==> src/rtl/ysyx_24100029_ifu_prefetch.sv <==
// Instruction fetch unit: single-beat AXI4 reads with a prefetch queue and redirect flush.
// Optional IFU_PERF_CNT_EN adds fetch/drop/stall performance counter outputs.
module ysyx_24100029_ifu_prefetch #(
    parameter logic [31:0] RESET_PC        = 32'h3000_0000,
    parameter int unsigned FIFO_DEPTH      = 4,
    parameter int unsigned MAX_OUTSTANDING = 2,
    parameter int unsigned ID_W            = 4
) (
    input  logic            clock_i,
    input  logic            reset_i,
    input  logic            redirect_i,
    input  logic [31:0]     redirect_pc_i,
    output logic            valid_o,
    input  logic            ready_i,
    output logic [31:0]     pc_o,
    output logic [31:0]     inst_o,
    output logic            fault_o,
    output logic            arvalid_o,
    input  logic            arready_i,
    output logic [31:0]     araddr_o,
    output logic [ID_W-1:0] arid_o,
    output logic [7:0]      arlen_o,
    output logic [2:0]      arsize_o,
    output logic [1:0]      arburst_o,
    input  logic            rvalid_i,
    output logic            rready_o,
    input  logic [31:0]     rdata_i,
    input  logic [1:0]      rresp_i,
    input  logic            rlast_i,
    input  logic [ID_W-1:0] rid_i,
    output logic            req_o
`ifdef IFU_PERF_CNT_EN
    ,
    output logic [31:0]     fetch_cnt_o,
    output logic [31:0]     drop_cnt_o,
    output logic [31:0]     stall_cnt_o
`endif
);
    localparam int unsigned PtrW = $clog2(FIFO_DEPTH);
    localparam int unsigned CntW = $clog2(MAX_OUTSTANDING + 1);
    localparam logic [CntW-1:0] CntOne = 1;
    localparam logic [PtrW:0] PtrOne = 1;
    localparam logic [PtrW:0] DepthP = (PtrW + 1)'(FIFO_DEPTH);

    typedef enum logic [0:0] {ArIdle, ArWait} ar_state_e;

    ar_state_e       ar_state_q;
    logic            arvalid_q;
    logic [31:0]     araddr_q, fetch_pc_q, resp_pc_q;
    logic [CntW-1:0] out_cnt_q, out_cnt_d, disc_cnt_q, disc_cnt_d;
    logic            stale_q, stale_d;
    logic [PtrW:0]   wr_ptr_q, rd_ptr_q, q_count;
    logic [64:0]     mem_q [FIFO_DEPTH];
    logic            ar_acc, drop, push, pop, q_empty, q_full, issue_ok;
    logic [31:0]     slots_used;
    logic [31:0]     redirect_pc_al;

    assign arvalid_o      = arvalid_q;
    assign req_o          = arvalid_q;
    assign araddr_o       = araddr_q;
    assign arid_o         = '0;
    assign arlen_o        = 8'd0;
    assign arsize_o       = 3'b010;
    assign arburst_o      = 2'b01;
    assign rready_o       = 1'b1;
    assign redirect_pc_al = {redirect_pc_i[31:2], 2'b00};

    assign q_count = wr_ptr_q - rd_ptr_q;
    assign q_empty = (wr_ptr_q == rd_ptr_q);
    assign q_full  = (q_count == DepthP);
    assign valid_o = !q_empty && !redirect_i;
    assign {pc_o, inst_o, fault_o} = mem_q[rd_ptr_q[PtrW-1:0]];

    assign ar_acc = arvalid_q && arready_i;
    // Beats of wrong-path requests (and any beat racing a redirect) never reach the queue.
    assign drop   = rvalid_i && (redirect_i || disc_cnt_q != '0);
    assign push   = rvalid_i && !drop;
    assign pop    = valid_o && ready_i;

    // In-flight good requests already own a queue slot, so overflow cannot occur.
    assign slots_used = 32'(q_count) + 32'(out_cnt_q) - 32'(disc_cnt_q);
    assign issue_ok   = (32'(out_cnt_q) < MAX_OUTSTANDING) && (slots_used < FIFO_DEPTH)
                        && !redirect_i;

    always_comb begin
        out_cnt_d = out_cnt_q;
        if (ar_acc && !rvalid_i) out_cnt_d = out_cnt_q + CntOne;
        if (!ar_acc && rvalid_i) out_cnt_d = out_cnt_q - CntOne;

        disc_cnt_d = disc_cnt_q;
        if (rvalid_i && disc_cnt_q != '0) disc_cnt_d = disc_cnt_d - CntOne;
        if (ar_acc && stale_q) disc_cnt_d = disc_cnt_d + CntOne;
        // Everything still in flight after a redirect belongs to the old path.
        if (redirect_i) disc_cnt_d = out_cnt_d;

        stale_d = stale_q;
        if (redirect_i) stale_d = (ar_state_q == ArWait) && !ar_acc;
        else if (ar_acc) stale_d = 1'b0;
    end

    always_ff @(posedge clock_i or posedge reset_i) begin
        if (reset_i) begin
            ar_state_q <= ArIdle;
            arvalid_q  <= 1'b0;
            araddr_q   <= '0;
            fetch_pc_q <= RESET_PC;
        end else begin
            unique case (ar_state_q)
                ArIdle: if (issue_ok) begin
                    ar_state_q <= ArWait;
                    arvalid_q  <= 1'b1;
                    araddr_q   <= fetch_pc_q;
                end
                ArWait: if (arready_i) begin
                    ar_state_q <= ArIdle;
                    arvalid_q  <= 1'b0;
                    if (!stale_q) fetch_pc_q <= fetch_pc_q + 32'd4;
                end
                default: ar_state_q <= ArIdle;
            endcase
            if (redirect_i) fetch_pc_q <= redirect_pc_al;
        end
    end

    always_ff @(posedge clock_i or posedge reset_i) begin
        if (reset_i) begin
            out_cnt_q  <= '0;
            disc_cnt_q <= '0;
            stale_q    <= 1'b0;
            resp_pc_q  <= RESET_PC;
            wr_ptr_q   <= '0;
            rd_ptr_q   <= '0;
            for (int i = 0; i < int'(FIFO_DEPTH); i++) mem_q[i] <= '0;
        end else begin
            out_cnt_q  <= out_cnt_d;
            disc_cnt_q <= disc_cnt_d;
            stale_q    <= stale_d;
            if (redirect_i) begin
                wr_ptr_q  <= rd_ptr_q;
                resp_pc_q <= redirect_pc_al;
            end else begin
                if (push) begin
                    mem_q[wr_ptr_q[PtrW-1:0]] <= {resp_pc_q, rdata_i, rresp_i != 2'b00};
                    wr_ptr_q  <= wr_ptr_q + PtrOne;
                    resp_pc_q <= resp_pc_q + 32'd4;
                end
                if (pop) rd_ptr_q <= rd_ptr_q + PtrOne;
            end
        end
    end

    no_overflow_a: assert property (@(posedge clock_i) disable iff (reset_i) push |-> !q_full);

`ifdef IFU_PERF_CNT_EN
    logic [31:0] fetch_cnt_q, drop_cnt_q, stall_cnt_q;

    always_ff @(posedge clock_i or posedge reset_i) begin
        if (reset_i) begin
            fetch_cnt_q <= '0;
            drop_cnt_q  <= '0;
            stall_cnt_q <= '0;
        end else begin
            if (push) fetch_cnt_q <= fetch_cnt_q + 32'd1;
            if (drop) drop_cnt_q <= drop_cnt_q + 32'd1;
            if (ready_i && !valid_o) stall_cnt_q <= stall_cnt_q + 32'd1;
        end
    end

    assign fetch_cnt_o = fetch_cnt_q;
    assign drop_cnt_o  = drop_cnt_q;
    assign stall_cnt_o = stall_cnt_q;
`endif

    logic unused_ok;
    assign unused_ok = ^{rlast_i, rid_i, redirect_pc_i[1:0]};

endmodule
==> config.mk <==
export PLATFORM = sky130hd
export DESIGN_NAME = ysyx_24100029_ifu_prefetch
export DESIGN_NICKNAME = d
export VERILOG_FILES = /design/src/rtl/ysyx_24100029_ifu_prefetch.sv
export SDC_FILE = /design/constraint.sdc
export NUM_CORES = 1
export LEC_CHECK = 0
export CORE_MARGIN = 5
export CORE_UTILIZATION = 30
export CTS_BUF_LIST = sky130_fd_sc_hd__clkbuf_8
export DETAILED_ROUTE_END_ITERATION = 16
export GPL_ROUTABILITY_DRIVEN = 1
export SYNTH_ARGS = -nofsm -noshare
export SYNTH_HDL_FRONTEND = slang
export SYNTH_SLANG_ARGS = --single-unit
==> constraint.sdc <==
create_clock -name clock_i -period 12.21 [get_ports clock_i]
set_clock_uncertainty 0.2 [all_clocks]
set_input_delay 1.221 -clock clock_i [delete_from_list [all_inputs] [get_ports clock_i]]
set_output_delay 1.221 -clock clock_i [all_outputs]
set_load 0.01 [all_outputs]
# Yosys cells after proc, flatten, opt, wreduce, memory -nomap -nowiden
# Index checks and enable logic that the tools add are counted.
[word_totals] ff_bits=369 elab_cells=95
[op_classes] n_addsub=11 order_cmp=5 eq_ne=4 mux=27 bitwise_logic=4 n_reduce_logical=30
[op_table] op="$bwmux 260" n=1
[op_table] op="$mux 65" n=3
[op_table] op="$mux 32" n=6
[op_table] op="$bmux 65 s2" n=1
[op_table] op="$demux 65 s2" n=1
[op_table] op="$add 32x3->32 const B" n=2
[op_table] op="$lt 32x3->1 const B" n=1
[op_table] op="$logic_and 1x1->1" n=13
[op_table] op="$reduce_bool 2->1" n=6
[op_table] op="$mux 2" n=5
[op_table] op="$reduce_and 2->1" n=4
[op_table] op="$add 3x1->3 const B" n=2
[op_table] op="$ge 3x3->1 const B" n=2
[op_table] op="$mux 1" n=6
[op_table] op="$mux 3" n=2
[op_table] op="$ne 2x2->1 const B" n=3
[op_table] op="$not 2->3" n=2
[op_table] op="$logic_not 1->1" n=5
[op_table] op="$sub 4x2->5" n=1
[op_table] op="$add 2x1->2 const B" n=2
[op_table] op="$add 3x2->4" n=1
[op_table] op="$pmux 1 s2" n=2
[op_table] op="$sub 2x1->2 const B" n=2
[op_table] op="$eq 3x3->1" n=1
[op_table] op="other kinds (6)" n=7

# Depth between registers and ports, before layout
[depth] depth_word=8 mapped_depth=12 depth_no_buf=11

# Worst setup path after synthesis
# OpenSTA, ideal clock, no wires.
[synth_path] path_type="reg2reg" from="register wr_ptr_q[0]" to="register araddr_q[10], in the netlist araddr_o[10]" setup_ns=0.125 t_arrival_ns=3.179 required_ns=11.885 setup_slack_ns=8.706 stages_incl_launch_ff=13 cell_sequence="dfrtp_1 inv_1 ha_1 fa_1 fa_1 inv_1 ha_1 and3b_1 or2_2 o41ai_2 nand2_2 buf_6 mux2_4"
[synth_via] elab_chain_len=7
[synth_rtl] item="start: declaration" line_no="52" rtl="logic [PtrW:0] wr_ptr_q, rd_ptr_q, q_count;"
[synth_rtl] item="start signal: assignment" line_no="139" rtl="wr_ptr_q <= rd_ptr_q;"
[synth_rtl] item="start signal: assignment" line_no="144" rtl="wr_ptr_q <= wr_ptr_q + PtrOne;"
[synth_rtl] item="$sub 3x3->3" line_no="68" rtl="assign q_count = wr_ptr_q - rd_ptr_q;"
[synth_rtl] item="$add 3x2->4" line_no="81" rtl="assign slots_used = 32'(q_count) + 32'(out_cnt_q) - 32'(disc_cnt_q);"
[synth_rtl] item="$sub 4x2->5" line_no="81"
[synth_rtl] item="$lt 32x3->1" line_no="82" rtl="assign issue_ok = (32'(out_cnt_q) < MAX_OUTSTANDING) && (slots_used < FIFO_DEPTH)"
[synth_rtl] item="$logic_and 1x1->1" line_no="82"
[synth_rtl] item="$logic_and 1x1->1" line_no="83" rtl="&& !redirect_i;"
[synth_rtl] item="$reduce_and 2->1 (no line)"
[synth_rtl] item="end signal: assignment" line_no="112" rtl="araddr_q <= fetch_pc_q;"
[synth_rtl] item="end: declaration" line_no="49" rtl="logic [31:0] araddr_q, fetch_pc_q, resp_pc_q;"
# No other way between the ends.
# A chain may end at the register's enable or synchronous reset.

# Worst setup path after layout
[layout_path] from="register rd_ptr_q[0]" to="output pc_o[31]"
[layout_via] elab_chain_len=4
[layout_rtl] item="start: declaration" line_no="52"
[layout_rtl] item="start signal: assignment" line_no="147" rtl="if (pop) rd_ptr_q <= rd_ptr_q + PtrOne;"
[layout_rtl] item="$not 2->3 (implied by the code)" line_no="72" rtl="assign {pc_o, inst_o, fault_o} = mem_q[rd_ptr_q[PtrW-1:0]];"
[layout_rtl] item="$bmux 65 s2" line_no="72"
[layout_rtl] item="$mux 65 (implied by the code) (2 in series)" line_no="72"
[layout_rtl] item="end: declaration" line_no="15" rtl="output logic [31:0] pc_o,"
# No other way between the ends. The select of a mux whose other input is x is not followed.

==> run_summary.xml <==
<?xml version="1.0" encoding="UTF-8"?>
<metrics>
  <group name="pwr">
    <metric name="pwr_density_cell" unit="nW/um^2">262.6</metric>
    <metric name="power_report.internal_total" unit="mW">3.636</metric>
    <metric name="share_comb_of_total_power" unit="%">39.9</metric>
    <metric name="swShare" unit="%">30.95</metric>
    <metric name="power" unit="mW">5.267</metric>
    <metric name="power.clock.fraction" unit="%">22.4</metric>
    <metric name="net-switching-power" unit="mW">1.630</metric>
    <metric name="power.static_leakage" unit="nW">8.805</metric>
    <metric name="seq_power_share" unit="%">37.7</metric>
    <metric name="max-vdd-ir-drop" unit="mV">0.1328</metric>
  </group>
  <group name="logic_synthesis">
    <metric name="synth_warnings" unit="">0</metric>
    <metric name="ys_async_sr_fraction" unit="%">100.0</metric>
    <metric name="synthMuxAreaShare" unit="%">29.81</metric>
    <metric name="synth_fa_ha_area_share" unit="%">1.310</metric>
    <metric name="synth_edf_count" unit="">0</metric>
    <metric name="synthTopCellsByCount" unit="">sky130_fd_sc_hd__dfrtp_1, sky130_fd_sc_hd__mux2_2, sky130_fd_sc_hd__mux4_2</metric>
    <metric name="synth-simple-area-share" unit="%">5.254</metric>
    <metric name="netlist_top_cells_area" unit="">sky130_fd_sc_hd__dfrtp_1, sky130_fd_sc_hd__mux2_2, sky130_fd_sc_hd__mux4_2</metric>
    <metric name="ys_seq_area_share" unit="%">54.10</metric>
    <metric name="avgSynthCellArea" unit="sq um">14.28</metric>
    <metric name="synthesis.instances" unit="">1151</metric>
    <metric name="synth_top_area_cell" unit="">sky130_fd_sc_hd__dfrtp_1</metric>
    <metric name="synth-seq-cells" unit="">355</metric>
    <metric name="synth_top_area_share" unit="%">53.46</metric>
    <metric name="synth-xor-area-share" unit="%">3.495</metric>
    <metric name="synth-compound-area-share" unit="%">2.543</metric>
    <metric name="netlist_area" unit="sq um">16430</metric>
    <metric name="synthDistinctLibCells" unit="">50</metric>
    <metric name="dominantRegCellSynth" unit="">sky130_fd_sc_hd__dfrtp_1</metric>
    <metric name="yosysMostFrequentCell" unit="">sky130_fd_sc_hd__dfrtp_1</metric>
    <metric name="combinational_family_with_the_most_area_after_synthesis" unit="">multiplexers</metric>
  </group>
  <group name="routing">
    <metric name="detailroute.via_count" unit="">9951</metric>
    <metric name="detailedRoute.firstPassIterationCount" unit="">4</metric>
    <metric name="wire_per_inst" unit="microns">19.04</metric>
    <metric name="drt_first_iter_violations" unit="">578</metric>
    <metric name="routed_wirelength" unit="microns">39320</metric>
    <metric name="drtAntennaViolNets" unit="">0</metric>
    <metric name="drt_drc_violations_left" unit="">0</metric>
    <metric name="vias_per_cell" unit="">4.819</metric>
  </group>
  <group name="critical_path">
    <metric name="worst_path_max_delay_cell" unit="">sky130_fd_sc_hd__dfrtp_4</metric>
    <metric name="critical_path_arrival" unit="ps">3440</metric>
    <metric name="critical_path_peak_fanout" unit="">38</metric>
    <metric name="critical_path_required" unit="ps">10790</metric>
    <metric name="cpPeakStageDelay" unit="ps">830</metric>
    <metric name="timing.critical_path.buf_inv" unit="">2</metric>
    <metric name="critical_path_class" unit="">flop to output pin</metric>
    <metric name="crit_path_end_kind" unit="">output pin</metric>
    <metric name="path_cells" unit="">buf_4, mux4_2, clkdlybuf4s50_1</metric>
    <metric name="critical_path.startpoint_type" unit="">flop</metric>
    <metric name="critical_path.top_delay_family" unit="">buffers and inverters</metric>
  </group>
  <group name="floorplan">
    <metric name="die_w" unit="microns">244.0</metric>
    <metric name="fp-row-count" unit="">85</metric>
    <metric name="floorplan.initialDensity" unit="%">30.41</metric>
    <metric name="core_region_area" unit="sq um">54030</metric>
    <metric name="io_pins" unit="">195</metric>
    <metric name="floorplan.die_area" unit="sq um">59550</metric>
    <metric name="floorplan.die.height" unit="microns">244.0</metric>
  </group>
  <group name="layout">
    <metric name="num_antenna_cells" unit="">0</metric>
    <metric name="post_route_cells_drive_above_1_share" unit="%">35.28</metric>
    <metric name="area_growth_from_synthesis_to_layout" unit="%">22.05</metric>
    <metric name="finalNetCount" unit="">1413</metric>
  </group>
  <group name="timing">
    <metric name="setup_viol" unit="">0</metric>
    <metric name="tightestPinTransition" unit="ps">1045</metric>
    <metric name="hold_viol_final" unit="">0</metric>
    <metric name="timing.final.max_slew_violations" unit="">0</metric>
    <metric name="max_freq" unit="MHz">205.6</metric>
    <metric name="period_needed" unit="ps">4864</metric>
    <metric name="min_period_over_period" unit="%">39.83</metric>
    <metric name="tns" unit="ps">0</metric>
    <metric name="rsz0062_at_grt" unit="">false</metric>
    <metric name="maxSlewHeadroom" unit="%">30.06</metric>
    <metric name="timing.final.ws_setup" unit="ps">7346</metric>
  </group>
  <group name="clocking">
    <metric name="cts_max_path_buffers" unit="">3</metric>
    <metric name="clock_sink_count" unit="">355</metric>
    <metric name="h-tree-depth" unit="">3</metric>
    <metric name="clkTransAtPathRegs" unit="ps">60</metric>
    <metric name="cts_root_buffer" unit="">sky130_fd_sc_hd__clkbuf_8</metric>
    <metric name="cts_resized" unit="">0</metric>
    <metric name="numCtsBuffers" unit="">67</metric>
    <metric name="skew_pair_late_insertion_delay" unit="ps">620</metric>
    <metric name="tritoncts_clock_tree" unit="">yes</metric>
    <metric name="cts.repair_timing.setup_buffer_count" unit="">0</metric>
    <metric name="ctsHoldBuffers" unit="">0</metric>
  </group>
  <group name="global_route">
    <metric name="wire_length_of_the_first_global_routing_pass" unit="microns">62300</metric>
    <metric name="grt_start_max_net_pins" unit="">155</metric>
    <metric name="grt.overflow.total" unit="">0</metric>
    <metric name="grt_antenna_before_repair" unit="">1</metric>
    <metric name="first_global_vias" unit="">10650</metric>
    <metric name="grtUsageTotal" unit="%">13.23</metric>
  </group>
  <group name="min_path">
    <metric name="worst_hold_path_type" unit="">flop to flop</metric>
  </group>
  <group name="outcome">
    <metric name="run_status" unit="">completed</metric>
  </group>
  <group name="placed_design">
    <metric name="io_buffer_count" unit="">165</metric>
    <metric name="post-place-ws" unit="ps">7365</metric>
    <metric name="place.detailed.hpwl" unit="microns">25110</metric>
    <metric name="finalWeightedCongestion" unit="">0.7968</metric>
  </group>
  <group name="job">
    <metric name="drv.max_cap_violation_count" unit="">0</metric>
  </group>
</metrics>
routing by layer:
layer | share of wire [%] | track usage [%] | routed length (microns)
met4 | 2.0 | 4.016 | 800
met2 | 49 | 21.47 | 19130
met5 | 0.028 | 0 | 11
met1 | 44 | 17.29 | 17260
met3 | 5.4 | 3.822 | 2121
final timing paths:
check	start	end	slack (ps)	cells past startpoint
min reg2reg	mem_q[193]	mem_q[193]	280	2
max	rd_ptr_q[0]	pc_o[31]	7350	3
min	mem_q[193]	mem_q[193]	280	2
max reg2reg	rd_ptr_q[0]	araddr_o[18]	7490	10
min in group asynchronous	reset_i	mem_q[217]	1010	2
max in group asynchronous	reset_i	mem_q[39]	8510	4
stage by stage:
step	cells	area (sq um)	hold slack, ps	utilization [%]
2_1_floorplan	1171	16510	244.6	-
6_report	2065	20050	278.1	37.12
3_5_place_dp	1947	18670	269.4	34.56
5_1_grt	2065	20050	309.0	37.12
3_3_place_gp	1947	18670	257.9	34.56
4_1_cts	2065	20050	282.2	37.12
area by class of cell:
type,instances,area [sq um]
Clock buffer,86,1184
Clock inverter,32,196.4
Inverter,21,86.33
Multi-Input combinational cell,700,7081
Tap cell,696,870.8
Sequential cell,355,8896
Fill cell,5203,33970
Timing Repair Buffer,175,1739
worst reg2reg max path: stages, from the launching register on:
cell	delay [ps]
sky130_fd_sc_hd__dfrtp_4	830
sky130_fd_sc_hd__ha_1	290
sky130_fd_sc_hd__fa_1	440
sky130_fd_sc_hd__fa_1	500
sky130_fd_sc_hd__inv_1	40
sky130_fd_sc_hd__ha_1	270
sky130_fd_sc_hd__and3b_1	180
sky130_fd_sc_hd__or2_2	280
sky130_fd_sc_hd__o41ai_2	350
sky130_fd_sc_hd__nand2_2	660
sky130_fd_sc_hd__mux2_4	570
power groups by stage:
stage / Combinational (mW) / Sequential [mW] / Clock (mW)
floorplan: 1.39 / 1.88 / 0
finish: 2.10 / 1.99 / 1.18
global placement: 2.11 / 1.98 / 0
global route: 2.28 / 2.06 / 1.28
CTS: 2.15 / 2.00 / 1.22
detailed placement: 2.14 / 2.01 / 0
layout by cell type (no fill, tap or decap), drive strengths merged, types with 2 or more instances in the layout:
cell type	instances
a21boi	8
a21oi	16
a31oi	7
and2	5
and3	6
and3b	2
and4	5
buf	10
bufinv	2
clkbuf	86
clkdlybuf4s50	165
clkinv	2
clkinvlp	3
conb	22
dfrtp	351
dfstp	4
fa	2
ha	14
inv	46
mux2	293
mux2i	7
mux4	63
nand2	44
nand2b	6
nand3	21
nand4	26
nor2	26
nor2b	2
nor3	10
nor4	2
o21a	2
o21ai	28
o21ba	3
or2	2
or3	5
xnor2	39
xor2	24
state kept, by name, summed over array words and instances, names as in the netlist:
register / flops
wr_ptr_q: 3
stale_q: 1
resp_pc_q: 30
araddr_o: 30
disc_cnt_q: 2
rd_ptr_q: 3
mem_q: 252
fetch_pc_q: 30
arvalid_o: 1
ar_state_q: 1
out_cnt_q: 2
kinds of logic (layout without fill, tap and decap cells):
| group | count (synthesis) | in the layout |
|---|---|---|
| compound gates | 69 | 69 |
| xor+xnor | 64 | 64 |
| fa+ha+maj | 16 | 16 |
| buf+inv | 116 | 314 |
| flops | 355 | 355 |
| mux | 363 | 363 |
| other cells | 2 | 22 |
| simple gates | 166 | 166 |
(Power assumes the default switching activity.)
